[src/rtl/hazard_ctrl_pkg.sv]
// Shared constants for the decode/execute hazard controller:
// opcode classes, operand bypass encodings and the per-cycle pipeline action.
package hazard_ctrl_pkg;

    localparam int REG_AW = 5;

    localparam logic [6:0] INST_TYPE_I    = 7'b0010011;
    localparam logic [6:0] INST_TYPE_R    = 7'b0110011;
    localparam logic [6:0] INST_TYPE_LOAD = 7'b0000011;

    typedef enum logic [1:0] {
        FWD_REG = 2'd0,
        FWD_EX  = 2'd1,
        FWD_MEM = 2'd2,
        FWD_WB  = 2'd3
    } fwd_sel_e;

    typedef enum logic [1:0] {
        ACT_NORMAL = 2'd0,
        ACT_LDHAZ  = 2'd1,
        ACT_JUMP   = 2'd2,
        ACT_BUSY   = 2'd3
    } hz_act_e;

endpackage

[src/rtl/hazard_fwd_sel.sv]
// Combinational bypass-source matcher for one decode operand.
// The youngest valid in-flight writer wins (EX, then MEM, then WB); x0 never forwards.
module hazard_fwd_sel #(
    parameter int REG_AW = 5
) (
    input  logic              rd_en_i,
    input  logic [REG_AW-1:0] rd_addr_i,
    input  logic [2:0]        vld_i,
    input  logic [REG_AW-1:0] ex_addr_i,
    input  logic [REG_AW-1:0] mem_addr_i,
    input  logic [REG_AW-1:0] wb_addr_i,
    output logic [1:0]        sel_o
);
    import hazard_ctrl_pkg::*;

    always_comb begin
        sel_o = FWD_REG;
        if (rd_en_i && (rd_addr_i != '0)) begin
            if (vld_i[0] && (ex_addr_i == rd_addr_i)) begin
                sel_o = FWD_EX;
            end else if (vld_i[1] && (mem_addr_i == rd_addr_i)) begin
                sel_o = FWD_MEM;
            end else if (vld_i[2] && (wb_addr_i == rd_addr_i)) begin
                sel_o = FWD_WB;
            end
        end
    end

endmodule

[src/rtl/hazard_ctrl.sv]
// Decode/execute sequencing controller: shadows in-flight register writes,
// drives operand bypass selects, stalls/flushes IF/DE and counts stall cycles.
module hazard_ctrl #(
    parameter int CNT_W  = 32,
    parameter int REG_AW = hazard_ctrl_pkg::REG_AW
) (
    input  logic              clk,
    input  logic              rst_n,
    input  logic              de_valid,
    input  logic              rd_reg1_flag,
    input  logic              rd_reg2_flag,
    input  logic [REG_AW-1:0] rd_addr1,
    input  logic [REG_AW-1:0] rd_addr2,
    input  logic              wr_reg_en,
    input  logic [REG_AW-1:0] wr_reg_addr,
    input  logic              de_is_load,
    input  logic              ex_busy,
    input  logic              jump_flag,
    output logic              stall_pc,
    output logic              stall_ifde,
    output logic              flush_ifde,
    output logic              bubble_deex,
    output logic [1:0]        fwd1_sel,
    output logic [1:0]        fwd2_sel,
    output logic [CNT_W-1:0]  stall_cnt
);
    import hazard_ctrl_pkg::*;

    // Shadow entries, bit/slot 0 = EX, 1 = MEM, 2 = WB
    logic [2:0]        vld_q, vld_d;
    logic [2:0]        ld_q, ld_d;
    logic [REG_AW-1:0] ex_addr_q, ex_addr_d;
    logic [REG_AW-1:0] mem_addr_q, mem_addr_d;
    logic [REG_AW-1:0] wb_addr_q, wb_addr_d;
    logic [CNT_W-1:0]  cnt_q, cnt_d;

    logic    rd1_act, rd2_act, ld_haz, de_enter;
    logic    stall_c, flush_c, bubble_c;
    hz_act_e act;

    assign rd1_act  = de_valid && rd_reg1_flag && (rd_addr1 != '0);
    assign rd2_act  = de_valid && rd_reg2_flag && (rd_addr2 != '0);
    assign de_enter = de_valid && wr_reg_en && (wr_reg_addr != '0);
    assign ld_haz   = vld_q[0] && ld_q[0] &&
                      ((rd1_act && (rd_addr1 == ex_addr_q)) ||
                       (rd2_act && (rd_addr2 == ex_addr_q)));

    always_comb begin
        if (ex_busy) begin
            act = ACT_BUSY;
        end else if (jump_flag) begin
            act = ACT_JUMP;
        end else if (ld_haz) begin
            act = ACT_LDHAZ;
        end else begin
            act = ACT_NORMAL;
        end
    end

    // Busy holds everything; the other actions advance the shadow one stage.
    always_comb begin
        stall_c    = 1'b0;
        flush_c    = 1'b0;
        bubble_c   = 1'b0;
        vld_d      = vld_q;
        ld_d       = ld_q;
        ex_addr_d  = ex_addr_q;
        mem_addr_d = mem_addr_q;
        wb_addr_d  = wb_addr_q;
        if (act != ACT_BUSY) begin
            vld_d      = {vld_q[1], vld_q[0], 1'b0};
            ld_d       = {ld_q[1], ld_q[0], 1'b0};
            mem_addr_d = ex_addr_q;
            wb_addr_d  = mem_addr_q;
        end
        case (act)
            ACT_BUSY: begin
                stall_c = 1'b1;
            end
            ACT_JUMP: begin
                flush_c  = 1'b1;
                bubble_c = 1'b1;
            end
            ACT_LDHAZ: begin
                stall_c  = 1'b1;
                bubble_c = 1'b1;
            end
            default: begin
                vld_d[0]  = de_enter;
                ld_d[0]   = de_is_load;
                ex_addr_d = wr_reg_addr;
            end
        endcase
    end

    always_comb begin
        cnt_d = cnt_q;
        if (stall_c && (cnt_q != '1)) begin
            cnt_d = cnt_q + CNT_W'(1);
        end
    end

    always_ff @(posedge clk or negedge rst_n) begin
        if (!rst_n) begin
            vld_q <= '0;
            cnt_q <= '0;
        end else begin
            vld_q <= vld_d;
            cnt_q <= cnt_d;
        end
    end

    // Entry payload is qualified by vld_q, so it needs no reset.
    always_ff @(posedge clk) begin
        ld_q       <= ld_d;
        ex_addr_q  <= ex_addr_d;
        mem_addr_q <= mem_addr_d;
        wb_addr_q  <= wb_addr_d;
    end

    assign stall_pc    = stall_c && rst_n;
    assign stall_ifde  = stall_c && rst_n;
    assign flush_ifde  = flush_c && rst_n;
    assign bubble_deex = bubble_c && rst_n;
    assign stall_cnt   = cnt_q;

    hazard_fwd_sel #(.REG_AW(REG_AW)) u_fwd1 (
        .rd_en_i    (de_valid && rd_reg1_flag),
        .rd_addr_i  (rd_addr1),
        .vld_i      (vld_q),
        .ex_addr_i  (ex_addr_q),
        .mem_addr_i (mem_addr_q),
        .wb_addr_i  (wb_addr_q),
        .sel_o      (fwd1_sel)
    );

    hazard_fwd_sel #(.REG_AW(REG_AW)) u_fwd2 (
        .rd_en_i    (de_valid && rd_reg2_flag),
        .rd_addr_i  (rd_addr2),
        .vld_i      (vld_q),
        .ex_addr_i  (ex_addr_q),
        .mem_addr_i (mem_addr_q),
        .wb_addr_i  (wb_addr_q),
        .sel_o      (fwd2_sel)
    );

endmodule

[config.mk]
export PLATFORM = sky130hd
export DESIGN_NAME = hazard_ctrl
export DESIGN_NICKNAME = d
export VERILOG_FILES = /design/src/rtl/hazard_ctrl_pkg.sv /design/src/rtl/hazard_fwd_sel.sv /design/src/rtl/hazard_ctrl.sv
export SDC_FILE = /design/constraint.sdc
export NUM_CORES = 1
export LEC_CHECK = 0
export BUFFER_PORTS_ARGS = -buffer_cell sky130_fd_sc_hd__buf_4
export CAP_MARGIN = 25
export CELL_PAD_IN_SITES_DETAIL_PLACEMENT = 0
export CELL_PAD_IN_SITES_GLOBAL_PLACEMENT = 1
export CORE_MARGIN = 2
export CORE_UTILIZATION = 39
export CTS_BUF_LIST = sky130_fd_sc_hd__clkbuf_8
export CTS_CLUSTER_SIZE = 20
export DETAILED_ROUTE_END_ITERATION = 10
export PLACE_DENSITY = 0.76
export SKIP_LAST_GASP = 1
export SYNTH_ARGS = -nofsm -noshare
export SYNTH_HDL_FRONTEND = slang
export SYNTH_HIERARCHICAL = 1
export SYNTH_SLANG_ARGS = --single-unit
[constraint.sdc]
create_clock -name clk -period 2.14 [get_ports clk]
set_input_delay 0.107 -clock clk [delete_from_list [all_inputs] [get_ports clk]]
set_output_delay 0.107 -clock clk [all_outputs]
set_load 0.01 [all_outputs]
After elaboration in Yosys (flattened, before gate mapping)
Index checks and enable logic that the tools add are counted.
{"block": "word_totals", "output_inout_bits": 40, "inputBits": 24, "elab_cells": 67, "register_bits": 51}
{"block": "classes", "reduce_logical": 27, "add_sub_neg": 1, "muxes": 18, "n_eq_ne": 14}
{"cell": "equality test 5 bit", "n": 8}
{"cell": "adder 32 x 1 -> 32 bit, second input constant", "n": 1}
{"cell": "!= test 32 bit, second input constant", "n": 1}
{"cell": "logical AND 1 bit", "n": 20}
{"cell": "two-way mux 2 bit", "n": 10}
{"cell": "nonzero test 5 bit", "n": 3}
{"cell": "two-way mux 1 bit", "n": 8}
{"cell": "equality test 2 bit, second input constant", "n": 2}
{"cell": "OR reduction 2 bit", "n": 2}
{"cell": "OR reduction 3 bit", "n": 1}
{"cell": "equality test 2 x 1 -> 1 bit, second input constant", "n": 1}
{"cell": "!= test 2 x 1 -> 1 bit, second input constant", "n": 1}
{"cell": "!= test 2 bit, second input constant", "n": 1}
{"cell": "logical OR 1 bit", "n": 1}

Longest topological paths before layout
{"block": "logic_depth", "word_depth": 12, "mapped_depth": 9}

Cells and area by module
The synthesis kept the hierarchy.
{"mod": "hazard_ctrl", "n_inst": 1, "seq_area_each_um2": 1356.3, "cells_each": 212, "area_per_inst_um2": 2477.4}
{"mod": "hazard_fwd_sel", "n_inst": 2, "seq_area_each_um2": 0.0, "cells_each": 27, "area_per_inst_um2": 211.5}

Least setup slack after synthesis
OpenSTA, ideal clock, no wires.
{"block": "synth_path", "kind": "flip-flop to flip-flop", "startpoint": "reg cnt_q[0], in the netlist stall_cnt[0]", "endpoint": "reg cnt_q[1], in the netlist stall_cnt[1]", "t_arrival_ns": 2.279, "slack_ns": -0.264, "period_less_slack_ns": 2.404, "stages_incl_launch_ff": 9, "path_buffers": 1, "required_time_ns": 2.015, "path_cell_list": "dfrtp_1 > ha_1 > nand3_1 > or2_2 > or4_4 > or2_1 > clkbuf_2 > nand2_1 > mux2_2"}
{"block": "synth_via", "elab_chain_len": 2}
{"item": "from (decl)", "line": "hazard_ctrl.sv:35", "text": "logic [CNT_W-1:0] cnt_q, cnt_d;"}
{"item": "from (signal assigned)", "line": "hazard_ctrl.sv:109", "text": "cnt_q <= cnt_d;"}
{"item": "parallel branches: the longest is 2 deep, another holds adder 32 x 1 -> 32 bit"}
Parallel ways; which one is timed is not known.
A chain may end at the register's enable or synchronous reset.

Worst setup path in the final report
{"block": "layout_path", "startpoint": "reg ex_addr_q[0]", "endpoint": "reg cnt_q[8], in the netlist stall_cnt[8]"}
{"block": "layout_via", "elab_chain_len": 11}
{"item": "from (decl)", "line": "hazard_ctrl.sv:32", "text": "logic [REG_AW-1:0] ex_addr_q, ex_addr_d;"}
{"item": "from (signal assigned)", "line": "hazard_ctrl.sv:116", "text": "ex_addr_q <= ex_addr_d;"}
{"item": "equality test 5 bit (on tied branches)", "line": "hazard_ctrl.sv:45, hazard_ctrl.sv:46"}
{"item": "logical AND 1 bit (on tied branches)", "line": "hazard_ctrl.sv:45, hazard_ctrl.sv:46"}
{"item": "logical OR 1 bit *", "line": "hazard_ctrl.sv:45", "text": "((rd1_act && (rd_addr1 == ex_addr_q)) ||"}
{"item": "logical AND 1 bit *", "line": "hazard_ctrl.sv:44", "text": "assign ld_haz = vld_q[0] && ld_q[0] &&"}
{"item": "two-way mux 1 bit *", "line": "hazard_ctrl.sv:53", "text": "end else if (ld_haz) begin"}
{"item": "two-way mux 2 bit *", "line": "hazard_ctrl.sv:51", "text": "end else if (jump_flag) begin"}
{"item": "two-way mux 2 bit *", "line": "hazard_ctrl.sv:49", "text": "if (ex_busy) begin"}
{"item": "equality test 2 x 1 -> 1 bit / equality test 2 bit (equally long branches)", "line": "hazard_ctrl.sv:76", "text": "case (act)"}
{"item": "OR reduction 2 bit (no source line) *"}
{"item": "two-way mux 1 bit *", "line": "hazard_ctrl.sv:76"}
{"item": "logical AND 1 bit *", "line": "hazard_ctrl.sv:98", "text": "if (stall_c && (cnt_q != '1)) begin"}
Every way passes the cells marked *; elsewhere a longest branch is shown, timed or not.

==> results.yml <==
status:
  status: "finished with violations"
  failed_checks: "setup timing"
clocking:
  root_buffer: "clkbuf_8"
  cts.path.max_buffers: 2
  clock_latency_ps: 310
  cts.sinks: 51
  numCtsBuffers: 5
  tritoncts: "done"
  path_clk_slew_ps: 100
  cts_max_level: 2
final_layout:
  area_growth_pct: 53.8
  layout-drive-gt1-share: 0.491
  fill_cells: 632
  multi_input_area_mm2: 0.00170
  antennaDiodeCount: 0
  layoutNonFillerInstCount: 506
  ff_latch_area_mm2: 0.00136
  final_net_count: 433
global_route:
  grt_pass1_wl_um: 12500
  antenna_found_initial: 0
  grt_pass1_vias: 2636
  grtUsageTotal: 0.187
  overflow: 0
  grt_max_degree: 24
route:
  final_antenna_net_count: 0
  viasPerCell: 5.09
  drtIter0Drc: 131
  route.detailed.wl_per_inst_um: 15.8
  route.detailed.drc: 0
  dr.pass1.iters: 6
  routed_wl_um: 7980
  vias: 2576
pwr:
  pwr-share-comb: 0.281
  p_clk_frac: 0.236
  seq_power_share: 0.483
  leakage_uw: 0.00195
  sw_frac_of_total: 0.298
  p_per_area_mw_per_mm2: 557
  p_switching_uw: 741
  p_int_uw: 1740
  ir_worst_vdd_mv: 0.480
sta:
  slew_headroom: 0.780
  fmax_mhz: 434
  period_needed_ps: 2310
  skew_ps: 4.85
  period_share: 1.08
  holdWs_ps: 87.6
  worst_slack_ps: -165
  finalHoldViolations: 0
  setup_violations: 17
  rsz0062_at_grt: "true"
  worstMarginPinSlew_ps: 327
  finalSetupTns_ps: -1270
  slew_violations: 0
critical_path:
  crit_chain: "xnor2_1, nand4b_1, nor4_1, a211o_1, buf_6, inv_4, buf_6, or4b_4, xnor2_2"
  slowest_delay_ps: 530
  critPathCaptureType: "flop"
  start_kind: "flop"
  path_common_cell: "buf_6"
  critical_path_peak_fanout: 5
  criticalPathCategory: "reg2reg"
  cp_data_required_time_ps: 2340
  arrival_ps: 2500
  critPathSlowestCell: "or4b_4"
  crit_buf_inv: 3
  cp_top_family: "simple AND/OR/NAND/NOR gates"
logic_synthesis:
  ys_warn_count: 6
  yosysSeqAreaShare: 0.468
  syn_area_mm2: 0.00290
  ys_ff_latch: 51
  synth_area_leaders: "dfrtp_1 30%, edfxtp_1 17%, xnor2_1 11%, xor2_1 8.8%, nand3_1 3.8%"
  synth_edf_count: 16
  ys_types: 49
  yosys.area.top_type_share: 0.302
  synth_top_area_cell: "dfrtp_1"
  syn_avg_cell_area_um2: 10.9
  synth_flop_cell: "dfrtp_1"
  syn_inst: 266
  async_reset_ff_frac: 0.686
  synth_fp_nets: 293
floorplanning:
  die_x_um: 90.2
  io_pins: 64
  die_h_um: 90.2
  start_util: 0.402
  core_area_mm2: 0.00721
  fp.dieArea_mm2: 0.00814
  row_count: 31
placement:
  dp_cells: 476
  dp_slack_ps: -70.9
  port_buffers: 63
  place.gp.congestion: 0.822
  hpwl_um: 5650
flow_run:
  max-cap-violations: 0
worst_hold_path:
  min_path_type: "in2reg"
-- repair_timing --
action / in CTS / in global routing
pin swaps: 17 / 25
hold buffers: 6 / 0
resized for setup: 20 / 30
setup endpoints to repair: 18 / 34
endpoints found under the hold margin: 24 / 0
buffers inserted: 7 / 8
cloned: 0 / 1
-- per-layer routing --
layer | share of wire | GRT usage
met5 | 0 | 0
met4 | 0.011 | 0.0564
met2 | 0.54 | 0.352
met1 | 0.41 | 0.218
met3 | 0.038 | 0.0293
-- power groups by stage --
stage | Combinational, uW | Sequential [uW] | Clock [uW]
floorplan | 235 | 1260 | 0
global placement | 629 | 1210 | 0
detailed placement | 637 | 1210 | 0
CTS | 666 | 1200 | 602
global route | 757 | 1210 | 649
finish | 700 | 1200 | 586
-- worst paths after layout --
kind,start,to,slack (ps),cells after the start
setup / recovery,ex_addr_q[0],stall_cnt[8],-170,9
hold / removal,wr_reg_en,vld_q[0],90,3
setup reg to reg,ex_addr_q[0],stall_cnt[8],-170,9
hold reg to reg,stall_cnt[23],stall_cnt[23],510,1
max in group asynchronous,rst_n,stall_cnt[0],1400,3
min in group asynchronous,rst_n,stall_cnt[5],210,2
-- cell usage after synthesis (3+ instances only) --
| cell | number |
|---|---|
| nor4_1 | 6 |
| or4_1 | 5 |
| nand2_1 | 13 |
| nand4_1 | 13 |
| dfrtp_1 | 35 |
| nor2_1 | 10 |
| and3_2 | 3 |
| nand4b_1 | 3 |
| inv_1 | 4 |
| nor3_1 | 7 |
| mux2_2 | 6 |
| nand3_1 | 22 |
| xnor2_1 | 36 |
| ha_1 | 3 |
| xor2_1 | 29 |
| edfxtp_1 | 16 |
| a21oi_1 | 3 |
| and2_1 | 6 |
| and3_1 | 6 |
-- flip-flops by register name (all words and copies together) (netlist names) --
signal,count
ex_addr_q,5
mem_addr_q,5
vld_q,3
wb_addr_q,5
ld_q,1
stall_cnt,32
-- tightest hold or removal path: cells and delay by family --
kind                   cells  cell delay [ps]
AOI/OAI and AO/OA          2              140
buffers and inverters      1              110
-- metrics by stage --
stage,power (uW),instance area (um^2),util
finish,2490,4460,0.618
global route,2620,4460,0.618
CTS,2460,4220,0.585
detailed placement,1850,3930,0.544
global placement,1840,3930,0.544
floorplan,1490,2980,-
-- layout by cell type (no fill, tap or decap), types with 5 or more instances in the layout --
cell type and n:
buf_4 118, xnor2_1 32, dfrtp_1 32, xor2_1 29, edfxtp_1 16, nand3_1 15, nand4_1 13, nand2_1 11
nor2_1 10, buf_6 9, nor4_1 6, nand3_2 6, and3_1 6, dlygate4sd3_1 6, nor3_1 5, mux2_2 5
clkbuf_8 5
-- cells by family after synthesis --
kind of cell,count (synthesis),synth area share
DFF,51,0.468
muxes,7,0.0272
AOI/OAI and AO/OA,11,0.0233
and+or+nand+nor,118,0.254
adders and majority gates,3,0.0129
buffers and inverters,11,0.0190
xor gates and xnor gates,65,0.196
-- final cells by class --
class / instances / share of cell area
clock buffers: 5 / 0.0154
clock inverters: 3 / 0.00645
inverters: 5 / 0.00477
multi-input cells: 204 / 0.380
flip-flops and latches: 51 / 0.305
well taps: 99 / 0.0278
repair buffers: 139 / 0.261
Power figures use the tool's default switching activity.
